**src/rtl/fifo_dispatcher.sv**
```systemverilog
// fifo_dispatcher: routes one tagged input stream into NUM_REQS first-word-fall-through FIFOs.
// Each FIFO is popped independently. Out-of-range tags are accepted, dropped and flagged.
module fifo_dispatcher #(
   parameter int NUM_REQS = 4,
   parameter int WIDTH    = 8,
   parameter int DEPTH    = 4,
   parameter int DWID     = $clog2(NUM_REQS),
   parameter int CWID     = $clog2(DEPTH) + 1
) (
   input  logic                     clk,
   input  logic                     rst,
   input  logic                     in_vld,
   output logic                     in_rdy,
   input  logic [DWID-1:0]          in_dest,
   input  logic [WIDTH-1:0]         in_data,
   input  logic [NUM_REQS-1:0]      pop,
   output logic [NUM_REQS*WIDTH-1:0] flat_data_out,
   output logic [NUM_REQS-1:0]      empty,
   output logic [NUM_REQS-1:0]      full,
   output logic [NUM_REQS*CWID-1:0] counts,
   output logic                     dest_err
);
   localparam int PW = $clog2(DEPTH);
   logic fire;
   logic dest_ok;
   logic rdy_sel;
   always_comb begin
      rdy_sel = 1'b1;
      dest_ok = 1'b0;
      for (int i = 0; i < NUM_REQS; i++) begin
         if (in_dest == DWID'(i)) begin
            rdy_sel = ~full[i];
            dest_ok = 1'b1;
         end
      end
   end
   assign in_rdy = rst & rdy_sel;
   assign fire   = in_vld & in_rdy;
   always_ff @(posedge clk) begin
      if (!rst) dest_err <= 1'b0;
      else if (fire && !dest_ok) dest_err <= 1'b1;
   end
   for (genvar i = 0; i < NUM_REQS; i++) begin : g_fifo
      logic [WIDTH-1:0] mem [DEPTH];
      logic [PW-1:0]    wp;
      logic [PW-1:0]    rp;
      logic [CWID-1:0]  cnt;
      logic             wr;
      logic             rd;
      assign wr = fire & (in_dest == DWID'(i));
      assign rd = pop[i] & ~empty[i];
      // storage is deliberately not reset; emptiness masks stale contents
      always_ff @(posedge clk) begin
         if (wr) mem[wp] <= in_data;
      end
      always_ff @(posedge clk) begin
         if (!rst) begin
            wp  <= '0;
            rp  <= '0;
            cnt <= '0;
         end else begin
            if (wr) wp <= wp + PW'(1);
            if (rd) rp <= rp + PW'(1);
            cnt <= cnt + CWID'(wr) - CWID'(rd);
         end
      end
      assign empty[i] = (cnt == '0);
      assign full[i]  = (cnt == CWID'(DEPTH));
      assign counts[i*CWID +: CWID] = cnt;
      assign flat_data_out[i*WIDTH +: WIDTH] = empty[i] ? '0 : mem[rp];
   end
endmodule

```
**config.mk**
```make
export PLATFORM = sky130hd
export DESIGN_NAME = fifo_dispatcher
export DESIGN_NICKNAME = d
export VERILOG_FILES = /design/src/rtl/fifo_dispatcher.sv
export SDC_FILE = /design/constraint.sdc
export NUM_CORES = 1
export LEC_CHECK = 0
export CORE_ASPECT_RATIO = 0.8
export CORE_MARGIN = 8
export CORE_UTILIZATION = 56
export DETAILED_ROUTE_END_ITERATION = 12
export MAX_ROUTING_LAYER = met4
export PLACE_DENSITY = 0.85
export SYNTH_ARGS = -nofsm -noshare
export SYNTH_HDL_FRONTEND = slang
export SYNTH_SLANG_ARGS = --single-unit
```
**constraint.sdc**
```tcl
create_clock -name clk -period 3.02 [get_ports clk]
set_input_delay 0.604 -clock clk [delete_from_list [all_inputs] [get_ports clk]]
set_output_delay 0.604 -clock clk [all_outputs]
set_load 0.05 [all_outputs]
```
==> metrics, run 1 <==
status complete, no violations; Area Growth Syn to Fin 23.7%; wire length per cell 20.7 um; worst-case clock buffer depth 2; Iter 0 DRT Violations 310; Post-Place Cells 636; IR drop worst, VDD 0.566 mV; drt total wl 13800 um; Crit. End Element output pin; Synth Area per Inst 16.7 um2; critical path arrival 2.34 ns; dpl hpwl 9160 um; Max Cap Viol 0; CP max stage delay 0.70 ns; row count 36; Sink Count 165; Hold Path Class reg -> reg; GR Util All Layers 18.9%; Syn Inst Count 412; sequential element share of the synthesized area 66.6%; crit-path max FO 8; startpoint class of the critical path flop; Final min period 2.94 ns; RR Startpoint g_fifo[3].cnt[0]; setup violators final 0; io pins 71; grt ovf 0; Max Clock Skew 0.00772 ns; cell family with most CP delay buffers and inverters; Synth async-reset ratio 0%; max_slew headroom 54.7%; Filler Cell Count 762; kind of critical path reg -> out; Critical Path Slowest Stage Cell clkdlybuf4s50_1; Placement Setup Slack -0.0419 ns; pin count of the biggest net entering global routing 42; Reg2Reg Depth 10; Crit path buffers/inverters 2; TritonCTS clock tree done; EDFF count, synth 128; Clock Pin Slew Worst Setup and Hold Paths 0.06 ns; number of H-tree levels 4; FMAX 340 MHz; vias in the first global route 3998; Die X-Extent 140 um; synth warn 0; Worst-Skew Late Latency 0.42 ns; initial antenna violation count 0; Syn Nets 457; Die H 115 um; top_reg_cell synth edfxtp_1; Hold Path Origin dest_err; Final Core Density 70.5%; NumNets Final 548; Post-Synthesis Cell Area 6880 um2; flops & latches, synth 165; Power Density 980 nW/um2; Slew Viols, Final 0; CTS root buf clkbuf_16; Worst Path Required 2.42 ns; Antenna Nets Post-Route 0; Worst path depth 4; Num CTS Buffers 17; Hold Path Depth 1; Die ar. 16100 um2; first-pass GRT wire length 21800 um; RSZ-0062 raised after global routing no; count of cell types in the netlist 33; post-route insts no fill 668; Tcrit/Tclk final 97.4%; crit-path cells buf_4, mux4_2, nor2b_1, clkdlybuf4s50_1; endpoints failing hold 0; Worst-Margin Slew 0.678 ns; Via density 5.55; setup TNS 0 ns; layout cells sized above 1 17.8%; Antenna Cells 0; core region area 12100 um2; Port Buf Inserts 70; setup slack after layout 0.0789 ns; Residual DRC 0; gpl congestion 0.797; Vias 3707; static leakage 3.08 nW; drt first pass iters 5; Setup Fix Bufs, Post-CTS 0; Initial Util 57.0%
==> path summary, 6_finish.rpt <==
kind                                          end  slack (ns)
worst min register to register           dest_err        0.47
worst max register to register   g_fifo[3].cnt[2]        0.54
worst max-delay path            flat_data_out[12]        0.08
worst min-delay path                     dest_err        0.47
==> stage by stage <==
stage | total power (W) | hold WS [ns] | cell area [um2]
final | 0.00834 | 0.466 | 8510
after global routing | 0.00868 | 0.481 | 8510
after CTS | 0.00841 | 0.470 | 8480
after detailed placement | 0.00620 | 0.450 | 7870
after global placement | 0.00610 | 0.443 | 7870
after floorplan | 0.00512 | 0.468 | 6910
==> Yosys cell counts, drive strengths merged (6+ instances only) <==
master / number / area share [%]
edfxtp: 128 / 56
and2: 40 / 3.6
dfxtp: 37 / 11
mux4: 32 / 10
inv: 27 / 1.5
ha: 24 / 4.4
nor2b: 23 / 2.1
nand2: 17 / 0.93
xnor2: 15 / 1.9
and2b: 10 / 1.1
clkbuf: 8 / 0.44
nor3: 8 / 0.73
mux2i: 7 / 1.0
buf: 6 / 0.44
nor3b: 6 / 1.1
==> placed cells by master, fill, tap and decap left out, drive strengths merged <==
| master | netlist | routed |
|---|---|---|
| xor2 | 1 | 1 |
| dlygate4sd2 | 0 | 5 |
| fa | 4 | 4 |
| clkinvlp | 0 | 3 |
| a21boi | 1 | 1 |
| edfxtp | 128 | 128 |
| nand3 | 1 | 1 |
| mux4 | 32 | 32 |
| and2 | 40 | 40 |
| clkdlybuf4s50 | 0 | 56 |
| nor2 | 1 | 1 |
| nor2b | 23 | 23 |
| o311ai | 4 | 4 |
| nor3b | 6 | 6 |
| nand2 | 17 | 17 |
| bufinv | 0 | 3 |
| mux2i | 7 | 7 |
| nor3 | 8 | 8 |
| o31a | 1 | 1 |
| o31ai | 4 | 4 |
| dlymetal6s2s | 0 | 8 |
| ha | 24 | 24 |
| or3 | 1 | 1 |
| dfxtp | 37 | 37 |
| xnor2 | 15 | 15 |
| and2b | 10 | 10 |
| nor4 | 1 | 1 |
| nor4b | 2 | 2 |
| o21ai | 1 | 1 |
| inv | 27 | 31 |
| clkinv | 0 | 3 |
| clkbuf | 8 | 19 |
| o22ai | 1 | 1 |
| buf | 6 | 17 |
| nand2b | 1 | 1 |
==> logic make-up after synthesis <==
logic type      count (synthesis)  share of synthesized area, %
fa+ha+maj                      28                          5.53
buf+inv                        41                          2.35
compound gates                 12                          1.35
simple gates                  111                          10.6
xor+xnor                       16                          2.04
mux                            39                          11.5
flops                         165                          66.6
==> final cells by class <==
cell class	count	area [um2]	area share, %
clock buffer	19	443	5.21
sequential	165	4580	53.9
clock inverter	13	169	1.99
inverter	27	101	1.19
tap	152	190	2.23
timing repair buffer	86	845	9.93
multi-input combinational	206	2180	25.6
==> worst register-to-register path: cells and delay by family (launching register included) <==
| kind | cells | cell delay, ns |
|---|---|---|
| buffers and inverters | 2 | 0.12 |
| and+or+nand+nor | 3 | 0.53 |
| DFF | 1 | 0.57 |
| xor gates and xnor gates | 2 | 0.30 |
| adders and majority gates | 3 | 0.86 |
==> metal layers <==
layer | vias up | track usage [%] | share of wire (%)
met5 | - | - | 0
li1 | 1698 | - | -
met1 | 1869 | 22.5 | 43
met3 | 20 | 5.81 | 5.3
met2 | 120 | 30.5 | 50
met4 | 0 | 5.92 | 1.3
==> flip-flops by register name, summed over array words and instances, names as in the netlist, named ones only <==
| signal | flops |
|---|---|
| g_fifo.mem | 128 |
| g_fifo.cnt | 12 |
| g_fifo.rp | 8 |
| g_fifo.wp | 8 |
| dest_err | 1 |
==> power by group <==
group	switching, W	internal (W)	total (W)
combinational	0.00199	0.00130	0.00329
clock	0.000883	0.00133	0.00222
sequential	0.000236	0.00260	0.00284
==> what timing repair did <==
action	in CTS	in global routing
endpoints found under the setup margin	10	11
resized for setup	6	9
hold buffers	0	0
Power figures use the tool's default switching activity.
==> run 2: changes to the inputs <==
--- a/config.mk
+++ b/config.mk
@@ -8,6 +8,7 @@
 export CORE_ASPECT_RATIO = 0.8
 export CORE_MARGIN = 8
 export CORE_UTILIZATION = 56
+export CTS_CLUSTER_SIZE = 20
 export DETAILED_ROUTE_END_ITERATION = 12
 export MAX_ROUTING_LAYER = met4
 export PLACE_DENSITY = 0.85
==> constraint.sdc (replaced) <==
create_clock -name clk -period 3.05 [get_ports clk]
set_input_delay 0.61 -clock clk [delete_from_list [all_inputs] [get_ports clk]]
set_output_delay 0.61 -clock clk [all_outputs]
set_load 0.05 [all_outputs]
==> metrics, run 2 (same netlist as run 1, synthesis figures left out) <==
status complete, no violations (unchanged); layout cells sized above 1 17.8% (unchanged); FMAX 335 MHz; GRT busiest layer met2 (unchanged); worst-case clock buffer depth 2 (unchanged); Num CTS Buffers 17 (unchanged); Die H 115 um (unchanged); dpl hpwl 9180 um (was 9160 um); setup violators final 0 (unchanged); row count 36 (unchanged); Max Cap Viol 0 (unchanged); Port Buf Inserts 70 (unchanged); Power Density 974 nW/um2 (was 980 nW/um2); initial antenna violation count 0 (unchanged); Slew Viols, Final 0 (unchanged); Residual DRC 0 (unchanged); CTS root buf clkbuf_16 (unchanged); Int Pwr 0.00519 W (was 0.00523 W); routing usage on met1 23.1% (was 22.5%); clock network fraction of design power 26.7% (was 26.6%); Filler Cell Count 769 (was 762); Largest register FFs 128 (unchanged); hold_buf cts 0 (unchanged); max_slew headroom 55.5% (was 54.7%); endpoints failing hold 0 (unchanged); IR drop worst, VDD 0.624 mV (was 0.566 mV); Tcrit/Tclk final 97.8%; pin count of the biggest net entering global routing 42 (unchanged); wire length per cell 20.7 um (about the same); Sw Ratio 37.3% (about the same); Iter 0 DRT Violations 404 (was 310); Largest Register g_fifo.mem (unchanged); Antenna Cells 0 (unchanged); critical path arrival 2.37 ns (was 2.34 ns); vias in the first global route 3992 (was 3998); first-pass GRT wire length 21900 um (was 21800 um); io pins 71 (unchanged); Vias 3700 (was 3707); met2 Use GR 30.2% (was 30.5%); Clock Pin Slew Worst Setup and Hold Paths 0.06 ns (about the same); number of H-tree levels 4 (unchanged); Hold Path Class reg -> reg (unchanged); sequential power share 34.0% (about the same); kind of critical path reg -> out (unchanged); static leakage 2.97 nW (was 3.08 nW); Initial Util 57.0% (unchanged); Switch Pwr 0.00309 W (was 0.00311 W); combinational share of power 39.3% (was 39.4%); drt first pass iters 5 (unchanged); crit-path max FO 8 (unchanged); Via density 5.54 (was 5.55); NumNets Final 548 (unchanged); Sink Count 165 (unchanged); Worst-Margin Slew 0.665 ns (was 0.678 ns); met3 global-route usage 4.27% (was 5.81%); RSZ-0062 raised after global routing no (unchanged); GR Util All Layers 18.9% (about the same); Worst-Skew Late Latency 0.42 ns (about the same); Worst Path Required 2.44 ns (was 2.42 ns); Final min period 2.98 ns; drt total wl 13900 um (was 13800 um); Die X-Extent 140 um (unchanged); Area Growth Syn to Fin 23.4% (was 23.7%); Final Core Density 70.3% (was 70.5%); top flop regs g_fifo.mem x128, g_fifo.cnt x12 (unchanged); startpoint class of the critical path flop (unchanged); core region area 12100 um2 (unchanged); TritonCTS clock tree done (unchanged); Die ar. 16100 um2 (unchanged); commonest non-fill, non-tap cell in the layout edfxtp_1 (unchanged); most frequent cells in the layout edfxtp_1, clkdlybuf4s50_1, and2_1, dfxtp_1, mux4_2 (unchanged); Antenna Nets Post-Route 0 (unchanged); Crit. End Element output pin (unchanged); setup TNS 0 ns (unchanged); Setup Fix Bufs, Post-CTS 0 (unchanged); gpl congestion 0.797 (unchanged); Max Clock Skew 0.00678 ns (was 0.00772 ns); grt ovf 0 (unchanged)
## run 2: final cells by class
type / count / area, um2 / share of cell area, %
Clock buffer: 19 / 443 / 5.22
Multi-Input combinational cell: 206 / 2180 / 25.6
Sequential cell: 165 / 4580 / 54.0
Inverter: 27 / 101 / 1.19
Tap cell: 152 / 190 / 2.24
Timing Repair Buffer: 86 / 825 / 9.71
Clock inverter: 13 / 171 / 2.02
## run 2: metal layers
| metal | wire (um) | share of wire (%) |
|---|---|---|
| met1 | 5940 | 43 |
| met2 | 6770 | 49 |
| met3 | 887 | 6.4 |
| met4 | 249 | 1.8 |
| met5 | 0 | 0 |
## run 2: path summary, 6_finish.rpt
path	startpoint	end	slack, ns	depth (start not counted)
worst max-delay path	flop	flat_data_out[17]	0.07	4
worst min-delay path	dest_err	dest_err	0.47	1
worst max register to register	g_fifo[3].cnt[0]	g_fifo[3].cnt[2]	0.54	10
worst min register to register	dest_err	dest_err	0.47	1
## run 2: what timing repair did
item / CTS / global route
endpoints found under the hold margin: 0 / 0
setup endpoints to repair: 5 / 8
gates resized for setup: 5 / 2
## run 2: per-stage QoR
| stage | setup WS, ns | instance area (um2) | hold slack, ns | power [W] | std cells |
|---|---|---|---|---|---|
| after floorplan | 0.0853 | 6910 | 0.468 | 0.00507 | 412 |
| after global placement | 0.0718 | 7870 | 0.443 | 0.00604 | 636 |
| after detailed placement | -0.0266 | 7870 | 0.451 | 0.00614 | 636 |
| after CTS | 0.0257 | 8480 | 0.476 | 0.00833 | 668 |
| after global routing | 0.0108 | 8490 | 0.482 | 0.00861 | 668 |
| final | 0.0662 | 8490 | 0.474 | 0.00827 | 668 |
## run 2: worst max-delay path, stage by stage, from the launching register on
cell and delay [ns]:
dfxtp_1 0.31, buf_4 0.21, mux4_2 0.53, and2b_1 0.19, clkdlybuf4s50_1 0.70
## run 2: power groups by stage
| stage | Clock [W] | Sequential (W) | Combinational [W] |
|---|---|---|---|
| finish | 0.00221 | 0.00281 | 0.00325 |
| CTS | 0.00223 | 0.00280 | 0.00330 |
| global placement | 0 | 0.00283 | 0.00320 |
| detailed placement | 0 | 0.00285 | 0.00329 |
| global route | 0.00232 | 0.00284 | 0.00345 |
| floorplan | 0 | 0.00296 | 0.00211 |
